File: src/rtl/digitron_pkg.sv
// Shared constants for the six-digit display back end: digit count, clamp value,
// active-low a-g glyphs and the converter state encoding.
package digitron_pkg;

  localparam int          NUM_DIGITS = 6;
  localparam logic [19:0] MAX_VALUE  = 20'd999999;

  // Active-low {g,f,e,d,c,b,a}
  localparam logic [6:0] SEG_0     = 7'h40;
  localparam logic [6:0] SEG_1     = 7'h79;
  localparam logic [6:0] SEG_2     = 7'h24;
  localparam logic [6:0] SEG_3     = 7'h30;
  localparam logic [6:0] SEG_4     = 7'h19;
  localparam logic [6:0] SEG_5     = 7'h12;
  localparam logic [6:0] SEG_6     = 7'h02;
  localparam logic [6:0] SEG_7     = 7'h78;
  localparam logic [6:0] SEG_8     = 7'h00;
  localparam logic [6:0] SEG_9     = 7'h10;
  localparam logic [6:0] SEG_BLANK = 7'h7F;

  typedef enum logic [1:0] {
    ST_IDLE,
    ST_LOAD,
    ST_SHIFT,
    ST_DONE
  } conv_state_t;

  function automatic logic [6:0] seg_pattern(input logic [3:0] nib);
    logic [6:0] pat;
    case (nib)
      4'd0:    pat = SEG_0;
      4'd1:    pat = SEG_1;
      4'd2:    pat = SEG_2;
      4'd3:    pat = SEG_3;
      4'd4:    pat = SEG_4;
      4'd5:    pat = SEG_5;
      4'd6:    pat = SEG_6;
      4'd7:    pat = SEG_7;
      4'd8:    pat = SEG_8;
      4'd9:    pat = SEG_9;
      default: pat = SEG_BLANK;
    endcase
    return pat;
  endfunction

  // Double-dabble correction: any nibble >= 5 gets +3 before the shift.
  function automatic logic [23:0] bcd_adjust(input logic [23:0] bcd);
    logic [23:0] res;
    res = bcd;
    for (int n = 0; n < NUM_DIGITS; n++) begin
      if (res[4*n +: 4] >= 4'd5) res[4*n +: 4] = res[4*n +: 4] + 4'd3;
    end
    return res;
  endfunction

endpackage

File: src/rtl/digitron_display_bin2bcd.sv
// Free-running sequential double-dabble: IDLE, LOAD, 20 x SHIFT, DONE = 23 cycles per result.
// Input is clamped to 999999 at LOAD; o_bcd and o_done update together one cycle after DONE.
module bin2bcd_seq
  import digitron_pkg::*;
(
  input  logic        clk,
  input  logic        rst_n,
  input  logic        i_start,
  input  logic [19:0] i_bin,
  output logic [23:0] o_bcd,
  output logic        o_done
);

  conv_state_t r_state;
  conv_state_t w_state_nxt;
  logic [19:0] r_bin;
  logic [23:0] r_scratch;
  logic [23:0] r_bcd;
  logic [4:0]  r_shift_cnt;
  logic        r_done;
  logic [43:0] w_shifted;

  assign w_shifted = {bcd_adjust(r_scratch), r_bin} << 1;

  always_ff @(posedge clk or negedge rst_n) begin
    if (!rst_n) r_state <= ST_IDLE;
    else        r_state <= w_state_nxt;
  end

  always_comb begin
    w_state_nxt = r_state;
    case (r_state)
      ST_IDLE:  if (i_start) w_state_nxt = ST_LOAD;
      ST_LOAD:  w_state_nxt = ST_SHIFT;
      ST_SHIFT: if (r_shift_cnt == 5'd19) w_state_nxt = ST_DONE;
      ST_DONE:  w_state_nxt = ST_IDLE;
      default:  w_state_nxt = ST_IDLE;
    endcase
  end

  always_ff @(posedge clk or negedge rst_n) begin
    if (!rst_n) begin
      r_bin       <= '0;
      r_scratch   <= '0;
      r_bcd       <= '0;
      r_shift_cnt <= '0;
      r_done      <= 1'b0;
    end else begin
      r_done <= 1'b0;
      case (r_state)
        ST_LOAD: begin
          r_bin       <= (i_bin > MAX_VALUE) ? MAX_VALUE : i_bin;
          r_scratch   <= '0;
          r_shift_cnt <= '0;
        end
        ST_SHIFT: begin
          {r_scratch, r_bin} <= w_shifted;
          r_shift_cnt        <= r_shift_cnt + 5'd1;
        end
        ST_DONE: begin
          r_bcd  <= r_scratch;
          r_done <= 1'b1;
        end
        default: ;
      endcase
    end
  end

  assign o_bcd  = r_bcd;
  assign o_done = r_done;

endmodule

File: src/rtl/digitron_display.sv
// Six-digit multiplexed 7-segment driver with leading-zero blanking, per-digit blink and DP.
// Outputs are registered one cycle behind the scan index; the first cycle of each slot is blank.
module digitron_display
  import digitron_pkg::*;
#(
  parameter int SCAN_DIV  = 50000,
  parameter int BLINK_DIV = 12500000,
  parameter bit LZ_BLANK  = 1'b1
) (
  input  logic        clk,
  input  logic        rst_n,
  input  logic [19:0] number_to_show,
  input  logic [5:0]  point_position,
  input  logic [5:0]  shank_position,
  output logic [7:0]  seg_n,
  output logic [5:0]  dig_sel_n,
  output logic        bcd_valid
);

  localparam int SCAN_W  = $clog2(SCAN_DIV);
  localparam int BLINK_W = $clog2(BLINK_DIV);

  logic [SCAN_W-1:0]  r_scan_cnt;
  logic [BLINK_W-1:0] r_blink_cnt;
  logic               r_blink_phase;
  logic [2:0]         r_dig_idx;
  logic [7:0]         r_seg_n;
  logic [5:0]         r_dig_sel_n;

  logic [23:0] w_bcd;
  logic [3:0]  w_nibs [NUM_DIGITS];
  logic [5:0]  w_lz;
  logic        w_blank;
  logic [7:0]  w_seg_nxt;
  logic [5:0]  w_dig_nxt;

  bin2bcd_seq u_conv (
    .clk     (clk),
    .rst_n   (rst_n),
    .i_start (1'b1),
    .i_bin   (number_to_show),
    .o_bcd   (w_bcd),
    .o_done  (bcd_valid)
  );

  // w_lz[i]: digits 0..i are all zero
  always_comb begin
    for (int i = 0; i < NUM_DIGITS; i++) w_nibs[i] = w_bcd[(NUM_DIGITS-1-i)*4 +: 4];
    w_lz[0] = (w_nibs[0] == 4'd0);
    for (int i = 1; i < NUM_DIGITS; i++) w_lz[i] = w_lz[i-1] && (w_nibs[i] == 4'd0);
  end

  always_comb begin
    w_blank   = (r_blink_phase && shank_position[r_dig_idx]) ||
                (LZ_BLANK && (r_dig_idx != 3'd5) && w_lz[r_dig_idx]);
    w_seg_nxt = {~point_position[r_dig_idx],
                 w_blank ? SEG_BLANK : seg_pattern(w_nibs[r_dig_idx])};
    w_dig_nxt = ~(6'b1 << r_dig_idx);
    if (r_scan_cnt == '0) begin
      w_seg_nxt = 8'hFF;
      w_dig_nxt = 6'h3F;
    end
  end

  always_ff @(posedge clk or negedge rst_n) begin
    if (!rst_n) begin
      r_scan_cnt    <= '0;
      r_dig_idx     <= '0;
      r_blink_cnt   <= '0;
      r_blink_phase <= 1'b0;
      r_seg_n       <= 8'hFF;
      r_dig_sel_n   <= 6'h3F;
    end else begin
      if (r_scan_cnt == SCAN_W'(SCAN_DIV - 1)) begin
        r_scan_cnt <= '0;
        r_dig_idx  <= (r_dig_idx == 3'd5) ? 3'd0 : r_dig_idx + 3'd1;
      end else begin
        r_scan_cnt <= r_scan_cnt + 1'b1;
      end
      if (r_blink_cnt == BLINK_W'(BLINK_DIV - 1)) begin
        r_blink_cnt   <= '0;
        r_blink_phase <= ~r_blink_phase;
      end else begin
        r_blink_cnt <= r_blink_cnt + 1'b1;
      end
      r_seg_n     <= w_seg_nxt;
      r_dig_sel_n <= w_dig_nxt;
    end
  end

  assign seg_n     = r_seg_n;
  assign dig_sel_n = r_dig_sel_n;

endmodule

File: config.mk
export PLATFORM = sky130hd
export DESIGN_NAME = digitron_display
export DESIGN_NICKNAME = d
export VERILOG_FILES = /design/src/rtl/digitron_pkg.sv /design/src/rtl/digitron_display_bin2bcd.sv /design/src/rtl/digitron_display.sv
export SDC_FILE = /design/constraint.sdc
export NUM_CORES = 1
export LEC_CHECK = 0
export BUFFER_PORTS_ARGS = -buffer_cell sky130_fd_sc_hd__buf_4
export CAP_MARGIN = 40
export CORE_MARGIN = 10
export CORE_UTILIZATION = 40
export CTS_CLUSTER_SIZE = 28
export DETAILED_ROUTE_END_ITERATION = 10
export HOLD_SLACK_MARGIN = 0.05
export PLACE_DENSITY_LB_ADDON = 0.2
export SLEW_MARGIN = 20
export SYNTH_ARGS = -nofsm -noshare
export SYNTH_HDL_FRONTEND = slang
export SYNTH_HIERARCHICAL = 1
export SYNTH_SLANG_ARGS = --single-unit
export TNS_END_PERCENT = 30
File: constraint.sdc
create_clock -name clk -period 4.7 [get_ports clk]
set_input_delay 0.235 -clock clk [delete_from_list [all_inputs] [get_ports clk]]
set_output_delay 0.235 -clock clk [all_outputs]
set_load 0.05 [all_outputs]
==> results.json <==
{
  "status": "completed",
  "grt_start_max_net_pins": 86,
  "synth-simple-area-share": 0.1938,
  "whs_path_depth": 2,
  "synth.most_common_cell": "dfrtp_1",
  "synth.ff_latch_count": 134,
  "antenna_found_initial": 0,
  "fin_tns_setup_ns": 0,
  "fin_nets": 802,
  "rsz0062_at_grt": "false",
  "clock_sinks": 134,
  "diodes": 0,
  "drv_slew": 0,
  "drtPass1Iterations": 5,
  "hold_violations": 0,
  "drt-total-wl_mm": 16.14,
  "finalCritPeriodShare": 0.5554,
  "syn_area_per_cell_um2": 10.44,
  "synth-xor-area-share": 0.04935,
  "synth_area_leaders": "dfrtp_1 41%, dfstp_2 5.1%, ha_1 4.5%, mux2_2 4.2%, nand3_1 3.2%",
  "crit_path_start": "u_conv/r_state[1]",
  "cts_tree": "yes",
  "clk_latency_ns": 0.42,
  "io_pins": 49,
  "peakVddDrop_uv": 412.0,
  "period_needed_ns": 2.611,
  "fmax_ghz": 0.3831,
  "worstHoldPathType": "input port to flip-flop",
  "area_growth_syn_to_layout_pct": 16.71,
  "hpwl_mm": 11.36,
  "r2r-start": "u_conv/r_state[1]",
  "synth_commonest_cells": "120 x dfrtp_1, 47 x nand3_1, 41 x nor2_1, 39 x inv_1, 32 x nand2_1",
  "power_mw": 3.874,
  "synthFlopType": "dfrtp_1",
  "grt_pass1_vias": 5539,
  "chipWidth_um": 154.9,
  "synthesis.nets": 757,
  "yosysUniqueCellTypes": 68,
  "h-tree-depth": 4,
  "cp-start-kind": "flip-flop",
  "grt_overflow_total": 0,
  "critPathKind": "flip-flop to flip-flop",
  "maxSlewHeadroom": 0.4671,
  "synth_top_area_share": 0.4127,
  "initial_core_util": 0.4065,
  "cts-root-buf": "clkbuf_16",
  "port_buffers": 48,
  "crit_fanout": 48,
  "core_mm2": 0.01790,
  "placementRows": 49,
  "synth_compound_area_frac": 0.1317,
  "cts_resized": 0,
  "synthMuxAreaShare": 0.07307,
  "synth-edff-count": 0,
  "drt_iter0_drc": 308,
  "syn-cell-area_mm2": 0.007277,
  "synth_top_family_by_area": "simple AND/OR/NAND/NOR gates",
  "grt_pass1_wl_mm": 27.80,
  "dieArea_mm2": 0.02399,
  "cpPeakStageDelay_ns": 0.86,
  "ys_seq_area_frac": 0.4632,
  "num_vias": 5420,
  "drive_above_1_share": 0.2093,
  "syn_inst": 697,
  "power_density_mw_per_mm2": 456.2,
  "setup_viol": 0,
  "slowest_stage": "ha_2",
  "clk_pin_slew_worst_paths_ns": 0.06,
  "hp-start": "number_to_show[0]",
  "yosys.area_share.adder": 0.04470,
  "final.fill_count": 1638,
  "yosysTopAreaCell": "dfrtp_1",
  "async_flop_share": 1.000,
  "crit_path_cell_trace": "inv_1 -> ha_2 -> buf_4 -> nand2b_1 -> o211ai_1 -> o21ai_0",
  "cts_max_path_buffers": 2,
  "tightest_slew_ns": 0.7994,
  "numCtsBuffers": 17,
  "via_per_inst": 5.508,
  "cp.arrival_ns": 2.91,
  "ys.warnings.count": 6,
  "track_usage": 0.1371,
  "leakagePower_nw": 3.600,
  "worst_clock_skew_ns": 0.009534,
  "ant_nets": 0,
  "crit_required_ns": 4.99,
  "routedWlPerCell_um": 16.40,
  "drc": 0,
  "gp_congestion": 0.8548,
  "end_kind": "flip-flop",
  "ff2ff_path_depth": 6,
  "dieHeight_um": 154.9,
  "maxCapViolations": 0
}
==> critical path: cells and delay by family (launching register included) <==
| family | cells | cell delay (ns) |
|---|---|---|
| AO/OA/AOI/OAI | 2 | 0.33 |
| flip-flops | 1 | 0.38 |
| AND/OR/NAND/NOR | 1 | 0.27 |
| buffers and inverters | 2 | 0.61 |
| adder cells (fa/ha/maj) | 1 | 0.86 |
==> cell families after synthesis <==
kind of cell,count (synthesis)
simple gates,243
fa+ha+maj,26
flops,134
buf+inv,70
compound gates,136
mux,46
other cells,1
xor+xnor,41
==> area by class of cell <==
cell class | instances | area, um^2 | share of cell area
inverters | 39 | 146.4 | 0.01724
multi-input cells | 493 | 3591 | 0.4228
clock inverters | 7 | 115.1 | 0.01355
flip-flops and latches | 134 | 3371 | 0.3969
well taps | 229 | 286.5 | 0.03374
clock buffers | 25 | 525.5 | 0.06187
repair buffers | 57 | 457.9 | 0.05392
==> through the flow <==
step / worst slack [ns] / cells / hold WS [ns] / area (um^2) / util
floorplan: 2.451 / 697 / -0.06059 / 7277 / -
global placement: 2.188 / 948 / 0.3542 / 7796 / 0.4355
detailed placement: 2.111 / 950 / 0.3626 / 7815 / 0.4365
CTS: 2.105 / 983 / 0.05103 / 8466 / 0.4729
global route: 1.873 / 984 / 0.05511 / 8493 / 0.4744
finish: 2.089 / 984 / 0.05998 / 8493 / 0.4744
==> report_power, final <==
group          total (mW)  internal [mW]  leakage [nW]  switching [mW]
Combinational        1.08          0.378          1.55           0.702
Clock                1.42          0.933         0.312           0.490
Sequential           1.37           1.29          1.74          0.0784
Total                3.87           2.60          3.60            1.27
==> per-layer routing <==
layer	up-vias	share of wire	global-route usage	wire [um]
met5	-	0	0	0
met4	0	0.010	0.04049	166
met3	12	0.044	0.04053	713
met2	104	0.47	0.2114	7514
met1	2686	0.48	0.1816	7742
li1	2618	-	-	-
==> path summary, 6_finish.rpt <==
path / endpoint / slack [ns]
worst max-delay path: u_conv/r_bin[2] / 2.09
worst min-delay path: u_conv/r_bin[0] / 0.06
worst max register to register: u_conv/r_bin[2] / 2.09
worst min register to register: r_blink_cnt[0] / 0.45
max in group asynchronous: u_conv/r_scratch[3] / 3.26
min in group asynchronous: r_scan_cnt[5] / 0.17
==> timing repair <==
action / CTS / global route
endpoints found under the hold margin: 70 / 0
endpoints found under the setup margin: 0 / 0
hold buffers: 1 / 0
setup buffers: 0 / 0
==> flip-flops by register name, indices dropped and copies added (netlist names), 2 cells and up <==
register            cells
u_conv/r_shift_cnt      5
dig_sel_n               6
u_conv/r_bin           20
seg_n                   8
r_scan_cnt             16
r_dig_idx               3
u_conv/r_state          2
r_blink_cnt            24
u_conv/r_scratch       24
u_conv/o_bcd           24
==> placed cells by master, fill, tap and decap left out, drive strengths merged, types with 4 or more instances in the layout <==
cell and count:
a211o 13, a211oi 4, a21oi 25, a31oi 10, and2 4, and3 12
and4 4, buf 56, clkbuf 25, dfrtp 120, dfstp 14, ha 26
inv 39, mux2 27, mux2i 16, nand2 32, nand2b 12, nand3 50
nand3b 7, nand4 10, nor2 43, nor2b 13, nor3 6, nor3b 7
nor4 17, o211ai 13, o21ai 28, o221ai 12, o2bb2ai 9, o32ai 5
or2 10, or3 9, xnor2 25, xor2 16
Note: power is estimated with default switching activity, not from simulation.
